===== src/rtl/fetch_unit.sv =====
// Instruction fetch: owns the PC, reads a combinational imem and buffers {pc, instr} for decode.
// One cycle from PC to valid_o; decode stalls via ready_i fill the buffer, after which fetch holds the PC.
module fetch_unit #(
    parameter int unsigned             DATA_WIDTH = 32,
    parameter logic [DATA_WIDTH-1:0]   RESET_PC   = '0,
    parameter int unsigned             FIFO_DEPTH = 2
) (
    input  logic                  clk,
    input  logic                  rst,
    output logic [DATA_WIDTH-1:0] imem_addr_o,
    input  logic [DATA_WIDTH-1:0] imem_instr_i,
    input  logic                  halt_i,
    input  logic                  redirect_i,
    input  logic [DATA_WIDTH-1:0] redirect_pc_i,
    output logic                  valid_o,
    input  logic                  ready_i,
    output logic [DATA_WIDTH-1:0] instr_o,
    output logic [DATA_WIDTH-1:0] pc_o,
    output logic [31:0]           fetch_cnt_o
);

    localparam int PTR_W = $clog2(FIFO_DEPTH);
    localparam int CNT_W = PTR_W + 1;

    logic [DATA_WIDTH-1:0] pc_q;
    logic [PTR_W-1:0]      wr_ptr;
    logic [PTR_W-1:0]      rd_ptr;
    logic [CNT_W-1:0]      count;
    logic [DATA_WIDTH-1:0] pc_mem    [FIFO_DEPTH];
    logic [DATA_WIDTH-1:0] instr_mem [FIFO_DEPTH];

    logic empty;
    logic full;
    logic pop;
    logic push;

    assign empty       = (count == '0);
    assign full        = (count == CNT_W'(FIFO_DEPTH));
    // A redirect hides the stale head so decode never consumes a wrong-path entry.
    assign valid_o     = !empty && !redirect_i;
    assign pop         = valid_o && ready_i;
    assign push        = !halt_i && !redirect_i && (!full || pop);
    assign imem_addr_o = pc_q;
    assign instr_o     = empty ? '0 : instr_mem[rd_ptr];
    assign pc_o        = empty ? '0 : pc_mem[rd_ptr];

    always_ff @(posedge clk or posedge rst) begin
        if (rst) begin
            pc_q   <= RESET_PC;
            wr_ptr <= '0;
            rd_ptr <= '0;
            count  <= '0;
        end else if (redirect_i) begin
            pc_q   <= {redirect_pc_i[DATA_WIDTH-1:2], 2'b00};
            wr_ptr <= '0;
            rd_ptr <= '0;
            count  <= '0;
        end else begin
            if (push) begin
                wr_ptr <= wr_ptr + PTR_W'(1);
                pc_q   <= pc_q + DATA_WIDTH'(4);
            end
            if (pop) begin
                rd_ptr <= rd_ptr + PTR_W'(1);
            end
            count <= count + CNT_W'(push) - CNT_W'(pop);
        end
    end

    always_ff @(posedge clk or posedge rst) begin
        if (rst) begin
            fetch_cnt_o <= '0;
        end else if (pop) begin
            fetch_cnt_o <= fetch_cnt_o + 32'd1;
        end
    end

    // Storage needs no reset: the head is masked to zero whenever the buffer is empty.
    always_ff @(posedge clk) begin
        if (push) begin
            pc_mem[wr_ptr]    <= pc_q;
            instr_mem[wr_ptr] <= imem_instr_i;
        end
    end

endmodule


===== config.mk =====
export PLATFORM = sky130hd
export DESIGN_NAME = fetch_unit
export DESIGN_NICKNAME = d
export VERILOG_FILES = /design/src/rtl/fetch_unit.sv
export SDC_FILE = /design/constraint.sdc
export NUM_CORES = 1
export LEC_CHECK = 0
export CAP_MARGIN = 10
export CORE_ASPECT_RATIO = 1.75
export CORE_MARGIN = 2
export CORE_UTILIZATION = 50
export CTS_CLUSTER_DIAMETER = 30
export CTS_CLUSTER_SIZE = 25
export DETAILED_ROUTE_END_ITERATION = 8
export HOLD_SLACK_MARGIN = 0.03
export PLACE_DENSITY = 0.9
export SYNTH_ARGS = -nofsm -noshare
export SYNTH_HDL_FRONTEND = slang
export SYNTH_SLANG_ARGS = --single-unit

===== constraint.sdc =====
create_clock -name clk -period 5.6 [get_ports clk]
set_input_delay 0.84 -clock clk [delete_from_list [all_inputs] [get_ports clk]]
set_output_delay 0.84 -clock clk [all_outputs]
set_load 0.005 [all_outputs]

==> results.md, run 1 <==
* Kind of critical path: flop to primary output
* Fill cells at 1132
* R2r endpoint: pc_mem[1][31]
* Core footprint at 16000 um^2
* Largest cells by area after synthesis: edfxtp_1 46%, dfrtp_1 20%, mux2i_1 8.0%, xnor2_1 4.2%, nor2_1 3.9%
* Cell Area, Synth at 8170 um^2
* Via count at 5712
* Setup Fix Bufs, Post-CTS at 0
* Worst Setup End Kind: primary output
* Gp weighted congestion at 0.809
* Area of the die at 17400 um^2
* Sequential area share after synthesis at 65.8%
* Final Total Pwr at 0.00337 W
* Vias per std cell at 5.59
* Reg clk slew, reported paths at 0.08 ns
* Synthesized flop and latch total at 190
* Dpl ws at 2.17 ns
* Run status: finished, final reports clean
* DP HPWL at 12700 um
* Final WL at 18600 um
* CTS tree: yes
* YS warnings at 0
* IR drop worst, VDD at 0.000207 V
* DRT Pass-1 Iters at 4
* Most used DFF post-synth: edfxtp_1
* Normalized max-slew margin at 23.2%
* Most frequent cells in the layout: 191 x clkdlybuf4s50_1, 124 x edfxtp_1, 84 x nor2_1
* Hold Startpoint: fetch_cnt_o[31]
* Fin. max-slew vios at 0
* Ports at 198
* Final period util at 60.1%
* Top cell type's share of synthesized area at 45.6%
* Flop pwr share at 50.1%
* Mapped Cells at 632
* H-tree depth at 4
* DIE HEIGHT at 173 um
* Setup violations, final at 0
* Post-CTS Hold Fix Bufs at 0
* Cts bufs inserted at 17
* Minimum clock period at 3.37 ns
* CP Max Fanout at 63
* CTS Sinks at 190
* Setup Skew at 0.0107 ns
* Worst-Skew Late Latency at 0.43 ns
* RSZ-0062 raised after global routing: no
* R2R Path Start: count[1]
* Sw Ratio at 25.5%
* DR DRC count at 0
* WHS at 0.481 ns
* Pwr dens at 311 nW/um^2
* Critical Path AT at 2.53 ns
* Clock root buffer: clkbuf_16
* EDFF count, synth at 124
* Highest clock rate at 297 MHz
* Fin area at 10900 um^2
* Synth-to-layout area growth at 32.8%
* Initial Util at 51.2%
* Max Cap Violations at 0
* Combinational power share at 14.3%
* R2r setup slk at 2.97 ns
* Dominant cell type by area after synthesis: edfxtp_1
* Pleak at 3.81 nW
* Nets at 889
* Worst-margin pin slew at 1.15 ns
* Antenna violations before repair at 3
* GR Util All Layers at 21.8%
* WHS Path Cells at 1
* Final worst slack at 2.23 ns
* Int Power at 0.00251 W
* Die W at 101 um
* Rows at 61
* Commonest non-fill, non-tap cell in the layout: clkdlybuf4s50_1
* Reg2reg path depth at 5
* Switch Pwr at 0.000859 W
* Pin count of the biggest net entering global routing at 64
* Syn Area/Cell at 12.9 um^2
* Fin. Hold Viols at 0
* DR WL/cell at 18.2 um
* First-pass GRT wire length at 29200 um
* DRT antenna net count at 0
* Post-Place Cell Area at 10300 um^2
* Critical Path RT at 4.76 ns
* Crit path launch type: flop
* Buffers on Ports at 191
* WHS Endpoint: fetch_cnt_o[31]
* Setup TNS at 0 ns
* Clock buffer depth at 2
* Hold WC Path Type: flop to flop
* CTS resizes at 0
* Synth unique cells at 47
* Number of global-route vias before repair at 5775
* Share of post-route cells with drive strength above 1 at 6.39%
* Ys async rst share at 34.7%
* Gr ovfl total at 0
* Initial DRC count at 321
* Clock power share at 35.6%
## area by class of cell
cell class / instances / area (um^2) / share of cell area [%]
diodes: 3 / 7.51 / 0.0692
flip-flops and latches: 190 / 5380 / 49.6
clock inverters: 15 / 168 / 1.54
well taps: 189 / 236 / 2.18
repair buffers: 197 / 1960 / 18.0
multi-input cells: 401 / 2640 / 24.3
clock buffers: 17 / 425 / 3.92
inverters: 10 / 37.5 / 0.346
## cells in the mapped netlist, types with 2 or more instances
master,number
dfrtp_1,66
nand2_1,33
nor2_1,86
buf_4,4
or4_1,15
mux2i_1,65
xnor2_1,39
or4b_1,2
and4_1,5
a211o_1,2
or3b_2,2
nor3_1,8
or3_1,4
nand3_1,30
clkbuf_1,25
inv_1,10
a21oi_1,2
ha_1,3
edfxtp_1,124
buf_1,3
nand4_1,24
xor2_1,5
o211ai_1,3
and3_1,9
o31ai_1,11
nor4_1,6
and2_1,5
o21ai_0,11
a31oi_1,12
## flip-flops by register name, indices dropped and copies added, names as in the netlist
| signal | count |
|---|---|
| instr_mem | 64 |
| pc_mem | 60 |
| fetch_cnt_o | 32 |
| imem_addr_o | 30 |
| count | 2 |
| rd_ptr | 1 |
| wr_ptr | 1 |
## layer usage
layer / track usage, % / vias up / wire length, um
met5: 0 / - / 0
met4: 11.3 / 0 / 728
met3: 6.10 / 44 / 1180
met2: 37.6 / 197 / 9950
met1: 23.8 / 2775 / 6720
li1: - / 2696 / -
## critical path, stage by stage (launching register included)
cell,delay (ns)
dfrtp_4,1.13
mux2i_1,0.20
nor2_1,0.16
clkdlybuf4s50_1,0.55
## how the worst max path moves through the flow
stage	to	cells after the start	startpoint	slack, ns
floorplan	instr_mem[0][0]	4	ready_i	1.06
global placement	instr_mem[1][29]	6	ready_i	2.19
detailed placement	pc_mem[1][27]	6	ready_i	2.17
CTS	pc_o[5]	3	rd_ptr	2.20
global route	pc_o[2]	3	rd_ptr	2.10
finish	pc_o[5]	3	rd_ptr	2.23
## cells by family after synthesis
logic type | after synthesis | share of synthesized area (%)
multiplexers | 66 | 8.10
flip-flops | 190 | 65.8
AO/OA/AOI/OAI | 46 | 3.80
other | 1 | 0.0459
XOR/XNOR | 44 | 4.72
adder cells (fa/ha/maj) | 3 | 0.459
AND/OR/NAND/NOR | 238 | 14.9
buffers and inverters | 44 | 2.24
## power groups by stage
stage / combinational, W / sequential, W / clock [W]
4_1_cts: 0.000490 / 0.00169 / 0.00122
2_1_floorplan: 0.000229 / 0.00167 / 0
3_3_place_gp: 0.000474 / 0.00171 / 0
6_report: 0.000483 / 0.00169 / 0.00120
5_1_grt: 0.000526 / 0.00170 / 0.00128
3_5_place_dp: 0.000486 / 0.00172 / 0
## through the flow
| stage | util [%] | instances |
|---|---|---|
| after floorplan | - | 635 |
| after global placement | 64.3 | 987 |
| after detailed placement | 64.3 | 987 |
| after CTS | 68.0 | 1019 |
| after global routing | 68.0 | 1022 |
| final | 68.0 | 1022 |
Note: power is estimated with default switching activity, not from simulation.
==> inputs of run 2 (changes only) <==
Clock period 5.6 ns to 3.4 ns, I/O delays scaled along.
==> results.md, run 2 (synthesis gave the netlist of run 1 again) <==
* DP Cell Count at 991 (was 987)
* Worst Setup End Kind: primary output (unchanged)
* IR drop worst, VDD at 0.000346 V (was 0.000207 V)
* Post-CTS Hold Fix Bufs at 0 (unchanged)
* Number of global-route vias before repair at 5841 (was 5775)
* Run status: finished, final reports clean (unchanged)
* Buffers on Ports at 191 (unchanged)
* Rows at 61 (unchanged)
* Critical Path RT at 2.89 ns (was 4.76 ns)
* Highest clock rate at 349 MHz
* Most frequent cells in the layout: 191 x clkdlybuf4s50_1, 124 x edfxtp_1, 84 x nor2_1 (unchanged)
* DR DRC count at 0 (unchanged)
* Fin. Hold Viols at 0 (unchanged)
* CTS tree: yes (unchanged)
* Area of the die at 17400 um^2 (unchanged)
* Kind of critical path: flop to primary output (unchanged)
* Nets at 893 (was 889)
* Clock power share at 35.9% (was 35.6%)
* CP Max Fanout at 31 (was 63)
* CTS resizes at 0 (unchanged)
* Via count at 5776 (was 5712)
* Reg2reg path depth at 4 (was 5)
* Hold WC Path Type: flop to flop (unchanged)
* Biggest regs: instr_mem (64), pc_mem (60), fetch_cnt_o (32) (unchanged)
* Normalized max-slew margin at 33.0% (was 23.2%)
* Setup violations, final at 0 (unchanged)
* Vias per std cell at 5.64 (was 5.59)
* Post-Place Cell Area at 10300 um^2 (about the same)
* Minimum clock period at 2.87 ns
* Setup TNS at 0 ns (unchanged)
* Gp weighted congestion at 0.826 (was 0.809)
* Top reg by flops: instr_mem (unchanged)
* Core footprint at 16000 um^2 (unchanged)
* Die W at 101 um (unchanged)
* DR WL/cell at 18.4 um (was 18.2 um)
* Max Cap Violations at 0 (unchanged)
* Gr ovfl total at 0 (unchanged)
* Pleak at 3.85 nW (was 3.81 nW)
* Cts bufs inserted at 17 (unchanged)
* H-tree depth at 4 (unchanged)
* Commonest non-fill, non-tap cell in the layout: clkdlybuf4s50_1 (unchanged)
* Int Power at 0.00421 W (was 0.00251 W)
* Share of post-route cells with drive strength above 1 at 6.83% (was 6.39%)
* First-pass GRT wire length at 29800 um (was 29200 um)
* Setup Fix Bufs, Post-CTS at 0 (unchanged)
* Combinational power share at 14.7% (was 14.3%)
* Crit path launch type: flop (unchanged)
* Fin area at 10900 um^2 (about the same)
* Flop pwr share at 49.3% (was 50.1%)
* DRT antenna net count at 0 (unchanged)
* RSZ-0062 raised after global routing: no (unchanged)
* Clock root buffer: clkbuf_16 (unchanged)
* Post-Layout Cell Count at 1024 (was 1022)
* GR Util All Layers at 22.0% (was 21.8%)
* Switch Pwr at 0.00139 W (was 0.000859 W)
* Worst-margin pin slew at 0.998 ns (was 1.15 ns)
* Pwr dens at 512 nW/um^2 (was 311 nW/um^2)
* Worst-Skew Late Latency at 0.43 ns (about the same)
* Pin count of the biggest net entering global routing at 63 (was 64)
* Fin util at 68.6% (was 68.0%)
* WHS Path Cells at 1 (unchanged)
* Critical Path AT at 2.36 ns (was 2.53 ns)
* Synth-to-layout area growth at 33.8% (was 32.8%)
* Sw Ratio at 24.9% (was 25.5%)
* Clock buffer depth at 2 (unchanged)
* Setup Skew at 0.00773 ns (was 0.0107 ns)
* Fin. max-slew vios at 0 (unchanged)
* Reg clk slew, reported paths at 0.07 ns (was 0.08 ns)
* Final period util at 84.3%
* Antenna violations before repair at 1 (was 3)
* Initial Util at 51.2% (unchanged)
* Ports at 198 (unchanged)
* CTS Sinks at 190 (unchanged)
* Initial DRC count at 385 (was 321)
* DP HPWL at 12800 um (was 12700 um)
* DIE HEIGHT at 173 um (unchanged)
* Largest register FFs at 64 (unchanged)
* Final WL at 18800 um (was 18600 um)
* DRT Pass-1 Iters at 5 (was 4)
==> run 2: area by class of cell <==
class | count | area [um^2]
Antenna cell | 1 | 2.50
Clock buffer | 17 | 425
Clock inverter | 15 | 176
Fill cell | 1109 | 5010
Inverter | 10 | 37.5
Multi-Input combinational cell | 401 | 2640
Sequential cell | 190 | 5380
Tap cell | 189 | 236
Timing Repair Buffer | 201 | 2040
==> run 2: per-layer routing <==
layer	up-vias	share of wire (%)	track usage [%]	routed length, um
met5	-	0	0	0
met4	0	2.6	10.7	483
met3	36	5.5	4.93	1030
met2	200	54	38.8	10200
met1	2831	38	24.5	7110
li1	2709	-	-	-
==> run 2: power by group through the flow <==
stage	logic [W]	registers (W)	clock network, W
3_5_place_dp	0.000834	0.00281	0
5_1_grt	0.000902	0.00278	0.00214
2_1_floorplan	0.000377	0.00275	0
4_1_cts	0.000838	0.00276	0.00205
3_3_place_gp	0.000816	0.00280	0
6_report	0.000825	0.00276	0.00201
==> run 2: stage by stage <==
stage          worst slack [ns]  total power [W]  hold slack, ns
2_1_floorplan             0.217          0.00313           0.469
3_3_place_gp              0.616          0.00362           0.474
3_5_place_dp              0.543          0.00364           0.473
4_1_cts                   0.504          0.00565           0.491
5_1_grt                   0.391          0.00582           0.519
6_report                  0.534          0.00560           0.492
==> run 2: worst max-delay path, cell delays in order, from the launching register on <==
cell	delay, ns
dfrtp_4	0.81
buf_4	0.35
mux2i_1	0.21
nor2_1	0.05
clkdlybuf4s50_1	0.48
==> run 2: path summary, 6_finish.rpt <==
check | from | to | slack, ns
min in group asynchronous | rst | imem_addr_o[23] | 0.52
worst max register to register | imem_addr_o[8] | imem_addr_o[25] | 1.01
worst min register to register | fetch_cnt_o[31] | fetch_cnt_o[31] | 0.49
max in group asynchronous | rst | count[1] | 2.25
worst min-delay path | fetch_cnt_o[31] | fetch_cnt_o[31] | 0.49
worst max-delay path | rd_ptr | instr_o[25] | 0.53
